===== src/rtl/i2c_pkg.sv =====
// i2c_pkg: shared FSM state encoding, bit-phase constants and divider helper
// for the I2C temperature read sequencer.
package i2c_pkg;

    typedef enum logic [3:0] {
        IDLE, START, ADDR, SACK, RDMSB, MACK, RDLSB, MNACK, STOP, FINISH
    } state_t;

    // Quarters of one bit period: SCL low, low, high, high.
    localparam logic [1:0] Q0 = 2'd0;
    localparam logic [1:0] Q1 = 2'd1;
    localparam logic [1:0] Q2 = 2'd2;
    localparam logic [1:0] Q3 = 2'd3;

    function automatic int quarter_clocks(input int clk_hz, input int baud);
        return clk_hz / (4 * baud);
    endfunction

endpackage


===== src/rtl/i2c_quarter_tick.sv =====
// i2c_quarter_tick: one-cycle tick every quarter SCL period while enabled.
// Ports: clock, Reset (sync, active high), enable (count while high, clear
// otherwise), tick (registered one-cycle pulse).
module i2c_quarter_tick
    import i2c_pkg::*;
#(
    parameter int ClockFrequency = 60000000,
    parameter int BaudRate       = 30000
) (
    input  logic clock,
    input  logic Reset,
    input  logic enable,
    output logic tick
);

    localparam int Quarter = quarter_clocks(ClockFrequency, BaudRate);
    localparam int Width   = Quarter > 1 ? $clog2(Quarter) : 1;
    localparam logic [Width-1:0] Last = Width'(Quarter - 1);

    logic [Width-1:0] count;

    always_ff @(posedge clock) begin
        if (Reset || !enable) begin
            count <= '0;
            tick  <= 1'b0;
        end else begin
            tick  <= count == Last;
            count <= count == Last ? '0 : count + Width'(1);
        end
    end

endmodule


===== src/rtl/i2c_read_sequencer.sv =====
// i2c_read_sequencer: reads a 16-bit temperature word from a TMP101-style
// I2C slave (START, address+R, two data bytes with ACK/NACK, STOP).
// Ports: clock, Reset (sync, active high), Go (start request), SCL,
// SDA_pull_low (1 = drive SDA low), SDA_in (bus level), Busy, Done (one-cycle
// pulse), AckError (address not acknowledged), Temperature {MSB, LSB}.
module i2c_read_sequencer
    import i2c_pkg::*;
#(
    parameter int         ClockFrequency = 60000000,
    parameter int         BaudRate       = 30000,
    parameter logic [6:0] SlaveAddress   = 7'b1001000
) (
    input  logic        clock,
    input  logic        Reset,
    input  logic        Go,
    output logic        SCL,
    output logic        SDA_pull_low,
    input  logic        SDA_in,
    output logic        Busy,
    output logic        Done,
    output logic        AckError,
    output logic [15:0] Temperature
);

    localparam logic [7:0] AddrByte = {SlaveAddress, 1'b1};

    state_t     state;
    logic [1:0] phase;
    logic [2:0] bit_cnt;
    logic [7:0] shreg;
    logic [7:0] msb_byte;
    logic       tick;

    i2c_quarter_tick #(
        .ClockFrequency(ClockFrequency),
        .BaudRate      (BaudRate)
    ) u_tick (
        .clock (clock),
        .Reset (Reset),
        .enable(Busy),
        .tick  (tick)
    );

    always_ff @(posedge clock) begin
        Done <= 1'b0;
        if (Reset) begin
            state        <= IDLE;
            phase        <= Q0;
            bit_cnt      <= 3'd0;
            shreg        <= 8'h00;
            msb_byte     <= 8'h00;
            SCL          <= 1'b1;
            SDA_pull_low <= 1'b0;
            Busy         <= 1'b0;
            AckError     <= 1'b0;
            Temperature  <= 16'h0000;
        end else begin
            case (state)
                IDLE: if (Go) begin
                    state        <= START;
                    phase        <= Q0;
                    Busy         <= 1'b1;
                    AckError     <= 1'b0;
                    SDA_pull_low <= 1'b1;
                end
                // SDA already low with SCL high; hold two quarters, then drop
                // SCL and present the first address bit together.
                START: if (tick) begin
                    phase <= phase + 2'd1;
                    if (phase == Q1) begin
                        state        <= ADDR;
                        phase        <= Q0;
                        SCL          <= 1'b0;
                        shreg        <= AddrByte;
                        SDA_pull_low <= ~AddrByte[7];
                    end
                end
                FINISH: begin
                    state <= IDLE;
                    Busy  <= 1'b0;
                end
                // Bit-framed states share the quarter sequencing; per-state
                // work happens when the bit period closes (end of Q3).
                default: if (tick) begin
                    phase <= phase + 2'd1;
                    if (phase == Q1)
                        SCL <= 1'b1;
                    if (phase == Q2 && (state == RDMSB || state == RDLSB))
                        shreg <= {shreg[6:0], SDA_in};
                    if (phase == Q2 && state == SACK)
                        AckError <= SDA_in;
                    if (phase == Q3) begin
                        SCL <= state == STOP;
                        case (state)
                            ADDR: begin
                                bit_cnt      <= bit_cnt + 3'd1;
                                shreg        <= {shreg[6:0], 1'b0};
                                SDA_pull_low <= bit_cnt == 3'd7 ? 1'b0 : ~shreg[6];
                                if (bit_cnt == 3'd7)
                                    state <= SACK;
                            end
                            // AckError was sampled at Q2; a NACK goes straight
                            // to STOP, which begins with SDA low.
                            SACK: begin
                                state        <= AckError ? STOP : RDMSB;
                                SDA_pull_low <= AckError;
                            end
                            RDMSB: begin
                                bit_cnt <= bit_cnt + 3'd1;
                                if (bit_cnt == 3'd7) begin
                                    state        <= MACK;
                                    SDA_pull_low <= 1'b1;
                                    msb_byte     <= shreg;
                                end
                            end
                            MACK: begin
                                state        <= RDLSB;
                                SDA_pull_low <= 1'b0;
                            end
                            RDLSB: begin
                                bit_cnt <= bit_cnt + 3'd1;
                                if (bit_cnt == 3'd7)
                                    state <= MNACK;
                            end
                            MNACK: begin
                                state        <= STOP;
                                SDA_pull_low <= 1'b1;
                            end
                            // SCL is already high; releasing SDA now is the STOP.
                            STOP: begin
                                state        <= FINISH;
                                SDA_pull_low <= 1'b0;
                                Done         <= 1'b1;
                                if (!AckError)
                                    Temperature <= {msb_byte, shreg};
                            end
                            default: state <= IDLE;
                        endcase
                    end
                end
            endcase
        end
    end

endmodule

===== config.mk =====
export PLATFORM = sky130hd
export DESIGN_NAME = i2c_read_sequencer
export DESIGN_NICKNAME = d
export VERILOG_FILES = /design/src/rtl/i2c_pkg.sv /design/src/rtl/i2c_quarter_tick.sv /design/src/rtl/i2c_read_sequencer.sv
export SDC_FILE = /design/constraint.sdc
export NUM_CORES = 1
export LEC_CHECK = 0
export BUFFER_PORTS_ARGS = -buffer_cell sky130_fd_sc_hd__buf_4
export CAP_MARGIN = 10
export CORE_MARGIN = 5
export CORE_UTILIZATION = 60
export CTS_CLUSTER_SIZE = 12
export DETAILED_ROUTE_END_ITERATION = 6
export PLACE_DENSITY = 0.81
export RECOVER_POWER = 100
export SKIP_LAST_GASP = 1
export SYNTH_ARGS = -nofsm -noshare
export SYNTH_HDL_FRONTEND = slang
export SYNTH_SLANG_ARGS = --single-unit
export TNS_END_PERCENT = 20

===== constraint.sdc =====
create_clock -name clock -period 4 [get_ports clock]
set_clock_uncertainty 0.2 [all_clocks]
set_input_delay 0.8 -clock clock [delete_from_list [all_inputs] [get_ports clock]]
set_output_delay 0.8 -clock clock [all_outputs]
set_load 0.01 [all_outputs]

==> results of run 1 <==
==> layout make-up <==
class                      instances  area [um^2]
sequential                        56         1121
clock buffer                       6        72.57
tap                               50        62.56
multi-input combinational        196         1290
fill                             355         1385
timing repair buffer              24        97.59
clock inverter                     2        13.76
inverter                           4        15.01
==> cell families (layout without fill, tap and decap cells) <==
family / count (synthesis) / in the layout / synth area share
AO/OA/AOI/OAI: 41 / 41 / 0.1197
AND/OR/NAND/NOR: 109 / 109 / 0.2095
adder cells (fa/ha/maj): 7 / 7 / 0.03435
multiplexers: 31 / 31 / 0.1217
XOR/XNOR: 8 / 8 / 0.02748
flip-flops: 56 / 56 / 0.4396
buffers and inverters: 21 / 36 / 0.04759
==> power breakdown <==
group          internal, mW  switching, mW  leakage, nW  total (mW)
combinational         0.114          0.169        0.460       0.283
sequential            0.584         0.0646        0.452       0.649
clock                 0.125          0.178       0.0456       0.303
==> placed cells by master, fill, tap and decap left out, types with 3 or more instances in the layout <==
| master | count |
|---|---|
| a21oi_1 | 13 |
| a22o_1 | 4 |
| a31oi_1 | 3 |
| clkbuf_1 | 23 |
| clkbuf_8 | 5 |
| dfxtp_1 | 56 |
| ha_1 | 7 |
| inv_1 | 4 |
| mux2i_1 | 31 |
| nand2_1 | 14 |
| nand2b_1 | 6 |
| nand3_1 | 6 |
| nand3b_1 | 3 |
| nand4_1 | 5 |
| nor2_1 | 54 |
| nor3_1 | 6 |
| nor3b_1 | 3 |
| o21ai_0 | 4 |
| xor2_1 | 6 |
==> worst max-delay path: stages <==
cell      delay, ps
clkbuf_1       1280
nand2b_1        280
nand2b_1        300
nor2_1           90
==> final timing paths <==
path,cells past startpoint,endpoint,start,slack (ps)
worst min register to register,1,u_tick.count[0],u_tick.count[0],270
worst max-delay path,4,u_tick.count[6],Reset,1230
worst max register to register,5,Temperature[7],phase[1],1280
worst min-delay path,1,u_tick.count[0],u_tick.count[0],270
==> flip-flops by register name (all words and copies together), names as in the netlist, 2 cells and up <==
register / cells
Temperature: 16
msb_byte: 8
shreg: 8
bit_cnt: 3
state: 4
phase: 2
u_tick.count: 9
==> layer usage <==
layer | GRT usage | up-vias | wire length (um)
met5 | 0 | - | 0
met3 | 0.04406 | 2 | 270
met1 | 0.2413 | 901 | 2234
met2 | 0.3075 | 55 | 2335
met4 | 0.04272 | 0 | 23
li1 | - | 982 | -
==> through the flow <==
| step | instance area, um^2 | power [mW] |
|---|---|---|
| floorplan | 2550 | 0.9215 |
| global placement | 2686 | 0.9567 |
| detailed placement | 2686 | 0.9636 |
| CTS | 2773 | 1.267 |
| global route | 2673 | 1.306 |
| finish | 2673 | 1.234 |
==> metrics, run 1 <==
Die W=roughly 75 um; DRT iter0 DRCs=roughly 250; DRC viols=0; Synth Flop Type=dfxtp_1; Synth async-reset ratio=0; worst slew pin tran=between 1500 and 2000 ps; final WL=between 4000 and 5000 um; vias in the first global route=between 1500 and 2000; Vias per Instance=around 5.7; Critical Path Fanout Max=46; time the worst path needs with I/O delays and setup=approximately 2800 ps; WHS=270.5 ps; top cells by count, synth=dfxtp_1, nor2_1, mux2i_1; number of placed instances, taps included=330; count leader, synth=dfxtp_1; CTS tree=done; ANT nets after route=0; GRT overflow=0; fin util=0.6586; Syn-to-layout area delta=4.808%; PortBufs=24; Tcrit/Tclk final=0.6922; peak supply drop=approximately 0.29 mV; pwr/cell area=around 460 mW/mm^2; DPL Wire Length=~3300 um; MaxCap Viol Count=1; LEAKAGE=0.9580 nW; Hold Vio Cnt, Final=0; Hold Path Class=reg -> reg; Rows=23; Post-Place Setup Slack=about 1400 ps; Yosys warnings=0; total negative slack=0 ps; Area contributors post-synth=dfxtp_1, mux2i_1, nor2_1, ha_1, a21oi_1; area leader, netlist=dfxtp_1; Crit Path Class=in -> reg; CTS Hold Bufs=0; post-synthesis sequential area ratio=0.4396; 1st-pass router iterations=4; clk sinks=between 50 and 60; Nets=298; setup repair bufs after CTS=0; wire length per cell=between 10 and 15 um; fin. max-slew vios=47; WP data arrival=2750 ps; chip height=roughly 75 um; cts repair resizes=0; global-route wire length before repair=between 8000 and 9000 um; antenna violations before repair=0; starting density of the core=0.6284; CTS buffer count=5; share of cells above drive strength 1=0.04167; CORE AREA=0.004058 mm^2; Max clock buf depth=2; Post-synth EDFFs=0; Syn Area/Cell=~9.3 um^2; crit path launch type=input port; Placer Congestion=~0.86; failing checks=max-capacitance violations, max-slew violations; clk slew on worst S/H paths=90 ps; post-synthesis cell count=273; Synth top area share=0.4396; Fmax=361.2 MHz; CP Data Required Time=just under 4000 ps; largest net degree at the start of global routing=47; H-tree Lvls=2; # IOs=25; status=complete, but fails checks; routed via count=a little under 2000; worst skew pair latency=approximately 300 ps; Final setup violation count=0; Yosys cell types=48; Final WS setup=1231 ps; RSZ-0062 raised after global routing=false; post-route insts no fill=~340; Post-Synthesis Cell Area=about 0.0025 mm^2; die area=~0.0057 mm^2; Yosys reg bits=56; Worst Setup End Kind=flip-flop; Global Route Usage Sum=0.1839; Inserted Diodes=0; clock root cell=clkbuf_8; Rel. slew slack=-0.2073; post-synth net total=approximately 280
(Power assumes the default switching activity.)
==> run 2: changes to the inputs <==
- CORE_UTILIZATION: 60 -> 58
- PLACE_DENSITY: 0.81 -> 0.78
- clock period: 4 -> 2.7 ns (I/O delays scaled with it)
==> run 2 against run 1 <==
- the flow now finishes without violations
- via count fell by 0.36%
- cell count increased by 1.5%
- first-iteration DRC count is 22% lower
- non-clock buffer count rose by 3
- critical path type is now reg -> reg
- highest routed layer unchanged
==> metrics, run 2 (synthesis results as in run 1) <==
status=complete, no violations (was complete, but fails checks); Placer Congestion=0.9407 (was 0.8591); worst r2r path cells=6 (was 5); global-route wire length before repair=8487 um (was 8162 um); 1st-pass router iterations=4 (unchanged); met1 WL=2264 um (was 2234 um); biggest regs=Temperature x16, u_tick.count x9 (unchanged); commonest non-fill, non-tap cells in the layout=dfxtp_1, nor2_1, mux2i_1 (unchanged); R2R setup slack=450 ps (was 1280 ps); share of cells above drive strength 1=0.05155 (was 0.04167); total negative slack=0 ps (unchanged); largest reg by FF count=Temperature (unchanged); CORE AREA=0.004324 mm^2 (was 0.004058 mm^2); Critical R2R Launch=phase[1] (unchanged); top layer in use=met4 (unchanged); Tcrit/Tclk final=0.8348; Fmax=about 440 MHz; hold path start=SCL (was u_tick.count[0]); Worst Setup End Kind=flip-flop (unchanged); CTS buffer count=5 (unchanged); worst slew pin tran=872.9 ps (was 1811 ps); Max clock buf depth=2 (unchanged); MaxCap Viol Count=0 (was 1); CTS tree=done (unchanged); Final setup violation count=0 (unchanged); pwr/cell area=675.6 mW/mm^2 (was 461.9 mW/mm^2); clk slew on worst S/H paths=100 ps (was 90 ps); vias in the first global route=1847 (was 1801); DPL Wire Length=3297 um (was 3293 um); Flop pwr share=0.523 (was 0.526); internal power=1.224 mW (was 0.8233 mW); crit path launch type=flip-flop (was input port); Vias per Instance=5.636 (was 5.740); time the worst path needs with I/O delays and setup=between 2000 and 2500 ps; Combinational Power Share=0.233 (was 0.229); GRT overflow=0 (unchanged); fin util=0.6201 (was 0.6586); Inserted Diodes=0 (unchanged); ANT nets after route=0 (unchanged); hold endpoint=SCL (was u_tick.count[0]); PortBufs=24 (unchanged); Clk network pwr share=0.244 (was 0.245); Nets=301 (was 298); CP Data Required Time=2670 ps (was 3980 ps); setup repair bufs after CTS=0 (unchanged); CTS Hold Bufs=0 (unchanged); worst hold path cell count=2 (was 1); metal2 WL=2154 um (was 2335 um); commonest non-fill, non-tap cell in the layout=dfxtp_1 (unchanged); Die W=76.31 um (was 75.19 um); worst skew pair latency=300 ps (about the same); largest net degree at the start of global routing=47 (unchanged); DRT iter0 DRCs=197 (was 254); LEAKAGE=0.9752 nW (was 0.9580 nW); Switch Pwr=0.5879 mW (was 0.4112 mW); Hold Path Class=reg -> reg (unchanged); die area=0.005822 mm^2 (was 0.005654 mm^2); RSZ-0062 raised after global routing=false (unchanged); # IOs=25 (unchanged); starting density of the core=0.5897 (was 0.6284); Rel. slew slack=0.4181 (was -0.2073); peak supply drop=0.4457 mV (was 0.2898 mV); clk sinks=56 (unchanged); Syn-to-layout area delta=5.152% (was 4.808%); chip height=76.31 um (was 75.19 um); final WL=4684 um (was 4864 um); Global Route Usage Sum=0.1713 (was 0.1839); antenna violations before repair=0 (unchanged); H-tree Lvls=2 (unchanged); cts repair resizes=0 (unchanged); DRC viols=0 (unchanged); routed via count=1933 (was 1940); wire length per cell=13.66 um (was 14.39 um); Rows=24 (was 23); clock root cell=clkbuf_8 (unchanged); Critical Path Fanout Max=16 (was 46); Worst R2R End=Temperature[9] (was Temperature[7]); WP data arrival=2220 ps (was 2750 ps); wire length on met3=200 um (was 270 um); fin. max-slew vios=0 (was 47); Largest register FFs=16 (unchanged); Tot Pwr=1.811 mW (was 1.234 mW); Hold Vio Cnt, Final=0 (unchanged); Sw Ratio=0.3245 (was 0.3331); Crit Path Class=reg -> reg (was in -> reg)
-- run 2: cell types whose count changed in the layout (fill, tap and decap cells not counted) --
cell      delta
clkbuf_2     +2
clkbuf_1     -1
nor4_1       +1
and2_0       +1
buf_4        +2
nor4_4       -1
and2_1       -1
-- run 2: worst max-delay path, stage by stage, from the launching register on --
cell and delay, ps:
dfxtp_1 410, ha_1 320, nand2_1 150, and4bb_1 290
clkbuf_2 440, mux2i_1 250, nor2_1 60
-- run 2: area by class of cell --
type	instances	area, um^2
Sequential cell	56	1121
Fill cell	406	1643
Timing Repair Buffer	27	118.9
Tap cell	52	65.06
Clock inverter	2	13.76
Inverter	4	15.01
Clock buffer	6	72.57
Multi-Input combinational cell	196	1275
-- run 2: metrics by stage --
step	setup WS [ps]	hold WS [ps]	cells	area, um^2
final	446.1	269.0	343	2681
after global routing	240.9	321.7	343	2681
after CTS	567.9	274.9	343	2798
after detailed placement	584.4	258.4	335	2711
after global placement	622.8	248.3	335	2711
after floorplan	771.3	230.0	273	2550
-- run 2: power groups by stage --
stage               logic, mW  clock network [mW]  registers, mW
global placement        0.464                   0          0.965
floorplan               0.446                   0          0.919
detailed placement      0.464                   0          0.966
global route            0.479               0.512          0.961
CTS                     0.465               0.465          0.947
finish                  0.423               0.442          0.947
-- run 2: per-layer routing --
layer | vias up | global-route usage
met1 | 886 | 0.2391
met2 | 49 | 0.2620
met4 | 0 | 0.04895
met3 | 9 | 0.04255
met5 | - | 0
li1 | 989 | -
-- run 2: how the worst max path moves through the flow --
stage	start	end	slack, ps	depth (start not counted)
after floorplan	phase[1]	Temperature[10]	770	7
final	phase[1]	Temperature[9]	450	6
after global routing	phase[1]	Temperature[5]	240	6
after global placement	phase[1]	Temperature[11]	620	6
after detailed placement	state[3]	state[1]	580	5
after CTS	state[3]	state[1]	570	5
==> run 3: changes to the inputs <==
- CORE_UTILIZATION: 58 -> 52
- PLACE_DENSITY: 0.78 -> 0.74
- clock period: 2.7 -> 1.85 ns (I/O delays scaled with it)
==> run 3 against run 2 <==
- critical path depth grew 1
- hold slack lost 100 ps
- highest routed layer unchanged
- core utilization grew 2.7 points
- flip-flop and latch count is the same
- the flow now finishes with violations (negative setup slack)
- count of clock-buffer cells in the layout is the same
- combinational power grew 130%
==> metrics, run 3 (synthesis results as in run 1) <==
clock root cell=clkbuf_8 (unchanged); antenna violations before repair=0 (unchanged); DRT iter0 DRCs=122 (was 197); DRC viols=0 (unchanged); Rel. slew slack=0.7428 (was 0.4181); largest reg by FF count=Temperature (unchanged); hold endpoint=bit_cnt[0] (was SCL); Largest register FFs=16 (unchanged); Global Route Usage Sum=0.1824 (was 0.1713); chip height=80.03 um (was 76.31 um); Max clock buf depth=2 (unchanged); WP data arrival=1870 ps (was 2220 ps); routed via count=2097 (was 1933); wire length per cell=14.09 um (was 13.66 um); worst r2r path cells=7 (was 6); final WL=5468 um (was 4684 um); Worst R2R End=state[3] (was Temperature[9]); Combinational Power Share=0.327 (was 0.233); Hold Path Class=in -> reg (was reg -> reg); die area=0.006404 mm^2 (was 0.005822 mm^2); Flop pwr share=0.451 (was 0.523); Critical R2R Launch=phase[1] (unchanged); crit path launch type=flip-flop (unchanged); Syn-to-layout area delta=20.61% (was 5.152%); ANT nets after route=0 (unchanged); GRT overflow=0 (unchanged); commonest non-fill, non-tap cell in the layout=nor2_1 (was dfxtp_1); Placer Congestion=0.8818 (was 0.9407); Fmax=536.6 MHz (was 443.7 MHz); fin. max-slew vios=0 (unchanged); internal power=2.023 mW (was 1.224 mW); Final WS setup=-13.63 ps (was 446.1 ps); R2R setup slack=-10 ps (was 450 ps); # IOs=25 (unchanged); PortBufs=24 (unchanged); CTS tree=done (unchanged); Layout fillers=424 (was 406); CTS buffer count=5 (unchanged); Nets=331 (was 301); Tot Pwr=3.013 mW (was 1.811 mW); Switch Pwr=0.9891 mW (was 0.5879 mW); Rows=25 (was 24); pwr/cell area=979.5 mW/mm^2 (was 675.6 mW/mm^2); Final setup violation count=2 (was 0); commonest non-fill, non-tap cells in the layout=nor2_1, dfxtp_1, buf_4 (was dfxtp_1, nor2_1, mux2i_1); 1st-pass router iterations=4 (unchanged); failing checks=negative setup slack; starting density of the core=0.5363 (was 0.5897); H-tree Lvls=2 (unchanged); time the worst path needs with I/O delays and setup=1864 ps (was 2254 ps); Hold Vio Cnt, Final=0 (unchanged); biggest regs=Temperature x16, u_tick.count x9 (unchanged); clk slew on worst S/H paths=100 ps (about the same); Tcrit/Tclk final=1.007 (was 0.8348); Inserted Diodes=0 (unchanged); Sw Ratio=0.3283 (was 0.3245); Crit Path Class=reg -> reg (unchanged); RSZ-0062 raised after global routing=true (was false); global-route wire length before repair=9252 um (was 8487 um); Vias per Instance=5.405 (was 5.636); status=complete, but fails checks (was complete, no violations); post-route insts no fill=388 (was 343); LEAKAGE=1.142 nW (was 0.9752 nW); worst hold path cell count=2 (unchanged); fin util=0.6468 (was 0.6201); worst skew pair latency=310 ps (was 300 ps); number of placed instances, taps included=379 (was 335); CORE AREA=0.004755 mm^2 (was 0.004324 mm^2); DPL Wire Length=3908 um (was 3297 um); Post-Place Setup Slack=-31.40 ps (was 584.4 ps); MaxCap Viol Count=0 (unchanged); Critical Path Fanout Max=6 (was 16); clk sinks=56 (unchanged); peak supply drop=0.6286 mV (was 0.4457 mV); Worst Setup End Kind=flip-flop (unchanged); Clk network pwr share=0.222 (was 0.244); hold path start=Reset (was SCL); share of cells above drive strength 1=0.2056 (was 0.05155); vias in the first global route=2002 (was 1847); worst slew pin tran=385.7 ps (was 872.9 ps); Die W=80.03 um (was 76.31 um); largest net degree at the start of global routing=21 (was 47); CP Data Required Time=1860 ps (was 2670 ps); WHS=168.2 ps (was 269.0 ps)
## run 3: worst max-delay path by stage
stage	startpoint	to	slack, ps	cells after the start
2_1_floorplan	bit_cnt[0]	msb_byte[0]	-40	6
3_3_place_gp	state[0]	state[3]	-50	5
3_5_place_dp	state[0]	state[3]	-30	5
4_1_cts	bit_cnt[0]	msb_byte[7]	-10	7
5_1_grt	bit_cnt[0]	msb_byte[7]	-90	7
6_report	phase[1]	state[3]	-10	7
## run 3: stage by stage
stage / cell area, um^2 / TNS [ps]
after detailed placement: 2973 / -77.13
after global placement: 2973 / -90.86
after CTS: 3063 / -17.85
after global routing: 3075 / -1542
after floorplan: 2562 / -306.3
final: 3075 / -25.18
## run 3: metal layers
metal / global-route usage / wire, um / share of wire
met4: 0.06081 / 48 / 0.0088
met5: 0 / 0 / 0
met2: 0.2964 / 2663 / 0.49
met1: 0.2381 / 2517 / 0.46
met3: 0.04063 / 238 / 0.044
## run 3: area by class of cell
| class | instances | area (um^2) | area share |
|---|---|---|---|
| Multi-Input combinational cell | 196 | 1384 | 0.4500 |
| Sequential cell | 56 | 1137 | 0.3698 |
| Timing Repair Buffer | 57 | 369.1 | 0.1200 |
| Tap cell | 67 | 83.83 | 0.02726 |
| Clock buffer | 6 | 72.57 | 0.02360 |
| Inverter | 4 | 15.01 | 0.004882 |
| Clock inverter | 2 | 13.76 | 0.004475 |
## run 3: critical path, cell delays in order, from the launching register on
cell	delay (ps)
dfxtp_4	380
inv_2	30
ha_2	160
and3_4	160
a211o_1	320
o221ai_4	290
or3_4	190
a21oi_2	40
## run 3: what timing repair did
item,in CTS,in global routing
hold buffers,0,0
pin swaps,0,10
setup buffers,0,1
gates resized for setup,3,22
setup endpoints to repair,20,35
## run 3: power by group through the flow
stage          combinational, mW  clock [mW]  sequential, mW
2_1_floorplan              0.652           0            1.35
3_3_place_gp               0.939           0            1.37
3_5_place_dp               0.947           0            1.37
4_1_cts                    0.953       0.688            1.35
5_1_grt                     1.09       0.747            1.37
6_report                   0.986       0.669            1.36
